===== src/rtl/psum_collector.sv =====
// Collects per-column psums into per-lane FIFOs and drains them round-robin into a row-major
// output buffer. Define PSUM_COLLECT_RELU_EN to zero negative words at the output register.
module psum_collector #(
  parameter int unsigned G_ARRAY_WIDTH = 6,
  parameter int unsigned G_DATA_WIDTH  = 16,
  parameter int unsigned G_OUT_HEIGHT  = 24,
  parameter int unsigned G_OUT_WIDTH   = 24,
  parameter int unsigned G_FIFO_DEPTH  = 4,
  parameter int unsigned G_ADDR_WIDTH  = 10
) (
  input  logic                                   clk_i,
  input  logic                                   rst_ni,
  input  logic                                   start_i,
  input  logic [G_ARRAY_WIDTH-1:0]               psum_vld_i,
  input  logic [G_ARRAY_WIDTH*G_DATA_WIDTH-1:0]  psum_i,
  output logic                                   wr_en_o,
  output logic [G_ADDR_WIDTH-1:0]                wr_addr_o,
  output logic [G_DATA_WIDTH-1:0]                wr_data_o,
  output logic                                   busy_o,
  output logic                                   done_o,
  output logic                                   overflow_o
);
  localparam int unsigned LaneW = (G_ARRAY_WIDTH > 1) ? $clog2(G_ARRAY_WIDTH) : 1;
  localparam int unsigned PtrW  = $clog2(G_FIFO_DEPTH);
  localparam int unsigned ColW  = (G_OUT_WIDTH > 1) ? $clog2(G_OUT_WIDTH) : 1;
  localparam int unsigned RowW  = $clog2(G_OUT_HEIGHT + 1);
  localparam int unsigned NPix  = G_OUT_HEIGHT * G_OUT_WIDTH;
  localparam int unsigned CntW  = $clog2(NPix + 1);
  localparam int unsigned EntW  = G_ADDR_WIDTH + G_DATA_WIDTH;

  typedef enum logic [1:0] {StIdle, StRun, StDone} state_e;
  state_e state, state_next;

  logic [ColW-1:0]          col_cnt [G_ARRAY_WIDTH];
  logic [RowW-1:0]          row_cnt [G_ARRAY_WIDTH];
  logic [31:0]              row     [G_ARRAY_WIDTH];
  logic [EntW-1:0]          entry   [G_ARRAY_WIDTH];
  logic [EntW-1:0]          mem     [G_ARRAY_WIDTH][G_FIFO_DEPTH];
  logic [PtrW:0]            wr_ptr  [G_ARRAY_WIDTH];
  logic [PtrW:0]            rd_ptr  [G_ARRAY_WIDTH];
  logic [G_ARRAY_WIDTH-1:0] accept, in_range, push, pop, full, empty;
  logic                     grant_vld;
  logic [LaneW-1:0]         grant, rr_ptr;
  logic                     pick_vld;
  logic [EntW-1:0]          pick;
  logic [G_DATA_WIDTH-1:0]  out_data;
  logic [CntW-1:0]          wr_cnt;
  logic                     last_write;

  always_ff @(posedge clk_i or negedge rst_ni) begin
    if (!rst_ni) state <= StIdle;
    else         state <= state_next;
  end

  always_comb begin
    state_next = state;
    unique case (state)
      StIdle:  if (start_i) state_next = StRun;
      StRun:   if (!start_i && last_write) state_next = StDone;
      StDone:  if (start_i) state_next = StRun;
      default: state_next = StIdle;
    endcase
  end

  always_comb begin
    busy_o = (state == StRun);
  end

  assign last_write = busy_o && wr_en_o && (wr_cnt == CntW'(NPix - 1));

  always_comb begin
    for (int c = 0; c < G_ARRAY_WIDTH; c++) begin
      full[c]  = (wr_ptr[c] ^ rd_ptr[c]) == {1'b1, {PtrW{1'b0}}};
      empty[c] = (wr_ptr[c] == rd_ptr[c]);
    end
  end

  // Search starts at the lane after the last grant.
  always_comb begin
    int unsigned idx;
    idx       = 0;
    grant_vld = 1'b0;
    grant     = '0;
    pop       = '0;
    for (int i = 0; i < G_ARRAY_WIDTH; i++) begin
      idx = 32'(rr_ptr) + unsigned'(i);
      if (idx >= G_ARRAY_WIDTH) idx = idx - G_ARRAY_WIDTH;
      if (!grant_vld && busy_o && !start_i && !empty[LaneW'(idx)]) begin
        grant_vld = 1'b1;
        grant     = LaneW'(idx);
      end
    end
    if (grant_vld) pop[grant] = 1'b1;
  end

  always_comb begin
    for (int c = 0; c < G_ARRAY_WIDTH; c++) begin
      row[c]      = unsigned'(c) + 32'(row_cnt[c]) * G_ARRAY_WIDTH;
      accept[c]   = busy_o && !start_i && psum_vld_i[c];
      in_range[c] = (row[c] < G_OUT_HEIGHT);
      push[c]     = accept[c] && in_range[c] && (!full[c] || pop[c]);
      entry[c]    = {G_ADDR_WIDTH'(row[c] * G_OUT_WIDTH + 32'(col_cnt[c])),
                     psum_i[c*G_DATA_WIDTH +: G_DATA_WIDTH]};
    end
  end

  always_ff @(posedge clk_i or negedge rst_ni) begin
    if (!rst_ni) begin
      for (int c = 0; c < G_ARRAY_WIDTH; c++) begin
        col_cnt[c] <= '0;
        row_cnt[c] <= '0;
        wr_ptr[c]  <= '0;
        rd_ptr[c]  <= '0;
      end
    end else if (start_i) begin
      for (int c = 0; c < G_ARRAY_WIDTH; c++) begin
        col_cnt[c] <= '0;
        row_cnt[c] <= '0;
        wr_ptr[c]  <= '0;
        rd_ptr[c]  <= '0;
      end
    end else begin
      for (int c = 0; c < G_ARRAY_WIDTH; c++) begin
        // Counters advance even for dropped or out-of-map words so later addresses stay right.
        if (accept[c]) begin
          if (col_cnt[c] == ColW'(G_OUT_WIDTH - 1)) begin
            col_cnt[c] <= '0;
            if (in_range[c]) row_cnt[c] <= row_cnt[c] + 1'b1;
          end else begin
            col_cnt[c] <= col_cnt[c] + 1'b1;
          end
        end
        if (push[c]) wr_ptr[c] <= wr_ptr[c] + 1'b1;
        if (pop[c])  rd_ptr[c] <= rd_ptr[c] + 1'b1;
      end
    end
  end

  always_ff @(posedge clk_i) begin
    for (int c = 0; c < G_ARRAY_WIDTH; c++) begin
      if (push[c]) mem[c][wr_ptr[c][PtrW-1:0]] <= entry[c];
    end
  end

  always_ff @(posedge clk_i or negedge rst_ni) begin
    if (!rst_ni) begin
      pick_vld <= 1'b0;
      pick     <= '0;
    end else begin
      pick_vld <= grant_vld;
      if (grant_vld) pick <= mem[grant][rd_ptr[grant][PtrW-1:0]];
    end
  end

  always_comb begin
`ifdef PSUM_COLLECT_RELU_EN
    out_data = pick[G_DATA_WIDTH-1] ? '0 : pick[G_DATA_WIDTH-1:0];
`else
    out_data = pick[G_DATA_WIDTH-1:0];
`endif
  end

  always_ff @(posedge clk_i or negedge rst_ni) begin
    if (!rst_ni) begin
      wr_en_o   <= 1'b0;
      wr_addr_o <= '0;
      wr_data_o <= '0;
    end else begin
      wr_en_o <= pick_vld && !start_i;
      if (pick_vld && !start_i) begin
        wr_addr_o <= pick[EntW-1:G_DATA_WIDTH];
        wr_data_o <= out_data;
      end
    end
  end

  always_ff @(posedge clk_i or negedge rst_ni) begin
    if (!rst_ni) begin
      wr_cnt     <= '0;
      done_o     <= 1'b0;
      overflow_o <= 1'b0;
      rr_ptr     <= '0;
    end else if (start_i) begin
      wr_cnt     <= '0;
      done_o     <= 1'b0;
      overflow_o <= 1'b0;
      rr_ptr     <= '0;
    end else begin
      if (busy_o && wr_en_o) wr_cnt <= wr_cnt + 1'b1;
      if (last_write) done_o <= 1'b1;
      if (|(accept & in_range & full & ~pop)) overflow_o <= 1'b1;
      if (grant_vld) rr_ptr <= (grant == LaneW'(G_ARRAY_WIDTH - 1)) ? '0 : grant + 1'b1;
    end
  end

endmodule

===== config.mk =====
export PLATFORM = sky130hd
export DESIGN_NAME = psum_collector
export DESIGN_NICKNAME = d
export VERILOG_FILES = /design/src/rtl/psum_collector.sv
export SDC_FILE = /design/constraint.sdc
export NUM_CORES = 1
export LEC_CHECK = 0
export CORE_MARGIN = 10
export CORE_UTILIZATION = 40
export DETAILED_ROUTE_END_ITERATION = 10
export SYNTH_ARGS = -nofsm -noshare
export SYNTH_HDL_FRONTEND = slang
export SYNTH_SLANG_ARGS = --single-unit

===== constraint.sdc =====
create_clock -name clk_i -period 5.1 [get_ports clk_i]
set_input_delay 0.765 -clock clk_i [delete_from_list [all_inputs] [get_ports clk_i]]
set_output_delay 0.765 -clock clk_i [all_outputs]
set_load 0.01 [all_outputs]

# Word-level counts from Yosys, hierarchy flattened

Memory sizes are Yosys's and may differ from the RTL's.
Index checks and enable logic that the tools add are counted.

Shifts and indexed selects: 0
Equal/unequal tests: 24
Reductions and logical operators: 114
Bitwise operators: 18
Magnitude comparators: 34
$add $sub $neg: 48
Muxes and demuxes: 121
Div/mod/pow operators: 0
$mul: 12

Operators by type and width:

| operator                                                          | number |
|---|---|
| 2-to-1 mux 104 bit                                                | 6 |
| demux 26 bit (select 2 bit)                                       | 6 |
| 2-to-1 mux 26 bit                                                 | 8 |
| 2-to-1 mux 5 bit                                                  | 30 |
| 2-to-1 mux 3 bit                                                  | 27 |
| nonzero test 2 bit                                                | 34 |
| adder 10 x 5 -> 10 bit                                            | 6 |
| adder 5 x 1 -> 5 bit, second input constant                       | 12 |
| 2-to-1 mux 30 bit                                                 | 2 |
| binary-select mux 26 bit (select 2 bit)                           | 1 |
| logical AND 1 bit                                                 | 46 |
| < comparator 9 x 5 -> 1 bit, second input constant                | 5 |
| multiplier 9 x 2 -> 7 bit, second input constant                  | 5 |
| multiplier 5 x 2 -> 7 bit, second input constant                  | 6 |
| adder 3 x 1 -> 3 bit, second input constant                       | 13 |
| 2-to-1 mux 18 bit                                                 | 2 |
| == test 5 bit, second input constant                              | 6 |
| < comparator 3 x 4 -> 1 bit, second input constant                | 7 |
| greater-or-equal comparator 3 bit, second input constant          | 8 |
| 2-to-1 mux 1 bit                                                  | 23 |
| == test 3 bit, second input constant                              | 7 |
| inverter 2 -> 3 bit                                               | 7 |
| greater-or-equal comparator 4 x 3 -> 1 bit, second input constant | 5 |
| 2-to-1 mux 10 bit                                                 | 2 |
| 35 further kinds                                                  | 97 |

Memories kept: 1
RAM bits: 624
Bits of input ports: 105
Bits in read-only memories: 0
Latch bits: 0
Word-level logic and storage cells: 406
Register bits: 167

Memory list:

| name | words | width | read ports | clocked after Yosys merged registers in | wr ports | RTL line | RTL |
|---|---|---|---|---|---|---|---|
| mem  | 6     | 104   | 1          | 0                                       | 6        | 38       | `logic [EntW-1:0] mem [G_ARRAY_WIDTH][G_FIFO_DEPTH];` |

# Longest topological paths before layout

Depth after elaboration: 42
Depth in mapped cells: 21

# Least setup slack after synthesis

No wires, ideal clock.

Path type: register to register
Start: reg rr_ptr[1]
End: mem mem[2][0] (netlist name) (enable)
Buffers on the path: 4
Data required time: 4.713 ns
Period minus slack after synthesis: 5.119 ns
Stages on the path, launching flop included: 17
Path slack: -0.019 ns
Library setup time: 0.387 ns
Arrival: 4.732 ns
Cell sequence: dfrtp_1 inv_1 ha_1 buf_2 or4_4 and2_1 o311a_1 or2_2 or4_4 nor2_2 or2_2 buf_4 buf_2 buf_2 a31oi_1 nor2_1 and2_1

RTL lines:

| item                   | RTL line | RTL |
|---|---|---|
| start, declared        | 43       | `logic [LaneW-1:0] grant, rr_ptr;` |
| start signal, assigned | 192      | `if (grant_vld) rr_ptr <= (grant == LaneW'(G_ARRAY_WIDTH - 1)) ? '0 : grant + 1'b1;` |
| end, declared          | 38       |  |

# Worst setup path in the final report

Start: reg rr_ptr[1]
End: reg pick[17]

Word-level cells in the longest chain between the ends: 40

Ends and longest elaborated chain:

| item                                                                          | RTL line | RTL |
|---|---|---|
| parallel branches: the longest is 40 deep, another holds adder 3 x 1 -> 4 bit | n/a      |  |
| end signal, assigned                                                          | 151      | `if (grant_vld) pick <= mem[grant][rd_ptr[grant][PtrW-1:0]];` |
| end, declared                                                                 | 45       | `logic [EntW-1:0] pick;` |

Several ways; the timed one is not identified. The select of a mux whose other input is x is not followed.
A chain may end at the register's enable or synchronous reset.

==> flow_summary_export.csv <==
group,metric,value,unit
clocking,cts_buffers,85,
detailed_routing,drt_iter0_markers,2869,
status,outcome,"complete, no violations",
finish,fin_util,0.481,
floorplan,pin_count,135,
grt,grt_max_degree,96,
grt,grt_pass1_vias,25600,
setup_path,worstSetupEndpointType,"register",
timing,maxSlewViolCount,0,
detailed_routing,drt_first_pass_iters,7,
timing,period_needed,4.94,ns
clocking,path_clk_slew,0.06,ns
grt,grtUsageTotal,0.229,
grt,grt_pass1_wl,175000,um
detailed_routing,routed_via_density,5.86,
finish,area_growth,19.2,%
detailed_routing,wl_per_cell,27.5,um
clocking,ctsHoldBuffers,0,
floorplan,core_area,90000,um^2
clocking,cts_tree,"done",
min_path,min_path_type,"in -> async",
synth,ys.flop_type,"edfxtp_1",
finish,stdcell_count,4372,
timing,fmax,203,MHz
synth,seq_area_frac_synth,0.631,
floorplan,die_x,321,um
synth,synthMuxAreaShare,0.0331,
timing,tns,0,ns
floorplan,start_util,0.403,
floorplan,num_rows,110,
placed_design,gp_congestion,0.902,
setup_path,crit_required,5.62,ns
clocking,cts.htree.levels,3,
synth,synth-compound-area-share,0.102,
finish,nets,3365,
grt,grt-ovfl-total,0,
timing,worst_slew_pin_slew,1.20,ns
timing,skew,0.0396,ns
setup_path,startpoint,"rr_ptr[1]",
finish,drive_gt1_frac,0.128,
clocking,cts_buffer_depth,3,
detailed_routing,vias,25600,
pwr,ir_drop,536,uV
placed_design,numPortBuffers,134,
clocking,clk_latency,0.67,ns
setup_path,timing.rr.start,"rr_ptr[1]",
detailed_routing,drc,0,
timing,grt_setup_unrepaired,"false",
grt,grt_antenna_before_repair,4,
synth,synth.distinct_cells,90,
synth,synth_nets,3146,
clocking,clock_sinks,791,
synth,synth_area_per_cell,12.5,um^2
pwr,power_leakage,16.0,nW
detailed_routing,wl,120000,um
clocking,cts-root-buf,"clkbuf_16",
flow_run,drv_cap,0,
setup_path,cp_data_arrival_time,5.46,ns
placed_design,dp.cells,4211,
timing,finalHoldViolations,0,
timing,relSlewSlack,0.194,
setup_path,critPathLaunchType,"register",
synth,synth-adder-area-share,0.0495,
placed_design,place.detailed.hpwl,80600,um
setup_path,criticalPathCategory,"reg -> reg",
finish,antennaDiodeCount,0,
placed_design,place_area,40200,um^2
floorplan,die-area,103000,um^2
timing,setup_viol,0,
finish,design_area,43300,um^2
synth,synth-simple-area-share,0.118,
setup_path,cp_max_fo,32,
synth,syn_area,36300,um^2
synth,synth_top_family_by_area,"simple AND/OR/NAND/NOR gates",
pwr,p_per_area,676,nW/um^2
synth,async_reset_ff_frac,0.211,
floorplan,die_h,321,um
synth,synth_edf_count,624,
synth,ys_ff_latch,791,
synth,synth-xor-area-share,0.0410,
synth,syn_inst,2904,
synth,ys_warn_count,0,
detailed_routing,antenna_left,0,
timing,period_share,0.968,
-- state kept, by name, summed over array words and instances, names as in the netlist --
signal / flops
col_cnt: 30
done_o: 1
mem: 624
overflow_o: 1
pick: 26
pick_vld: 1
rd_ptr: 18
row_cnt: 30
rr_ptr: 3
state: 2
wr_addr_o: 10
wr_cnt: 10
wr_data_o: 16
wr_en_o: 1
wr_ptr: 18
-- metal layers --
metal | wire length [um] | global-route usage
met4 | 5270 | 0.0896
met1 | 46800 | 0.283
met2 | 58900 | 0.392
met5 | 25 | 0
met3 | 9460 | 0.0451
-- area by class of cell --
cell class                      count  area (um^2)
Tap cell                         1176         1470
Sequential cell                   791        22900
Clock inverter                     43          519
Inverter                           68          255
Fill cell                        7902        46700
Clock buffer                      117         2350
Multi-Input combinational cell   1890        12700
Timing Repair Buffer              287         3070
-- logic make-up (layout without fill, tap and decap cells) --
group	count (synthesis)	after routing
buffers and inverters	223	515
adders and majority gates	137	137
and+or+nand+nor	939	939
DFF	791	791
xor gates and xnor gates	170	170
muxes	113	113
AOI/OAI and AO/OA	531	531
-- synth_stat cells (7+ instances only) --
library cell	instances	area, um^2
edfxtp_1	624	18700
nand2_1	405	1520
nor2_1	216	811
dfrtp_1	167	4180
a21oi_1	154	771
ha_1	126	1580
xnor2_1	99	867
nand3_1	93	465
clkbuf_1	91	342
mux2i_1	73	731
o21ai_0	72	360
xor2_1	71	622
inv_1	67	251
a311oi_1	46	403
o221ai_1	43	377
buf_2	42	210
mux2_2	38	428
nor3_1	38	190
and2_1	33	206
a31oi_1	27	169
and3_1	25	156
nand4_1	25	156
o211ai_1	22	165
buf_1	16	60.1
o31ai_1	16	120
nand2b_1	15	93.8
or3_1	15	93.8
nor2b_1	14	87.6
a211oi_1	12	90.1
a21o_1	12	90.1
nor4_1	12	75.1
fa_1	11	220
o21a_1	11	82.6
o221a_2	11	124
a2111oi_0	8	70.1
a221oi_1	8	70.1
nand4b_1	8	70.1
o21bai_1	8	60.1
a2bb2oi_1	7	61.3
nand3b_1	7	52.6
nor3b_1	7	52.6
-- critical path, stage by stage, from the launching register on --
cell       delay (ns)
dfrtp_2          0.45
inv_1            0.11
ha_1             0.32
nor2b_1          0.07
or4_4            0.44
and2_1           0.20
o311a_4          0.40
a211oi_2         0.20
or4b_4           0.52
and3_4           0.21
a2111oi_4        0.51
a211o_1          0.31
nand2_4          0.11
buf_12           0.19
o221ai_2         0.30
nor4bb_2         0.35
a211oi_1         0.08
-- path summary, 6_finish.rpt --
| kind | end | slack (ns) | cells past startpoint |
|---|---|---|---|
| max | pick[17] | 0.16 | 16 |
| min | wr_en_o | 0.21 | 1 |
| max reg2reg | pick[17] | 0.16 | 16 |
| min reg2reg | state[1] | 0.50 | 1 |
| max in group asynchronous | pick[12] | 3.93 | 2 |
| min in group clk_i | state[1] | 0.50 | 1 |
-- report_power, final --
group,internal [mW],switching [mW]
clock network,3.71,2.66
logic,5.68,9.52
registers,7.38,0.337
total,16.8,12.5
-- repair_timing --
item / 4_1_cts / 5_1_grt
cloned: 1 / 0
resized for setup: 7 / 31
endpoints found under the hold margin: 0 / 0
setup endpoints to repair: 24 / 474
setup buffers: 0 / 0
pin swaps: 0 / 2
-- cell usage in the layout (no fill, tap or decap), types with 11 or more instances in the layout --
cell type          n
a211oi_1          11
a21o_1            12
a21oi_1          153
a311oi_1          43
a31oi_1           26
and2_1            23
and3_1            24
buf_12            39
buf_4            106
clkbuf_1          24
clkbuf_16         87
clkdlybuf4s50_1  132
clkinv_2          17
dfrtp_1          166
edfxtp_1         624
fa_1              11
ha_1             126
inv_1             67
mux2_2            38
mux2i_1           70
nand2_1          405
nand2b_1          14
nand3_1           93
nand4_1           25
nor2_1           212
nor2b_1           14
nor3_1            34
nor4_1            11
o211ai_1          22
o21a_1            11
o21ai_0           72
o221ai_1          39
o31ai_1           16
or3_1             15
xnor2_1           99
xor2_1            70
-- stage by stage --
| stage | setup slack (ns) | power [mW] | hold WS, ns |
|---|---|---|---|
| after floorplan | 0.0139 | 16.4 | 0.450 |
| after global placement | -0.0717 | 22.2 | 0.463 |
| after detailed placement | -0.166 | 22.3 | 0.493 |
| after CTS | 0.00290 | 28.9 | 0.238 |
| after global routing | 0.0139 | 30.4 | 0.249 |
| final | 0.163 | 29.3 | 0.210 |
Note: power is estimated with default switching activity, not from simulation.
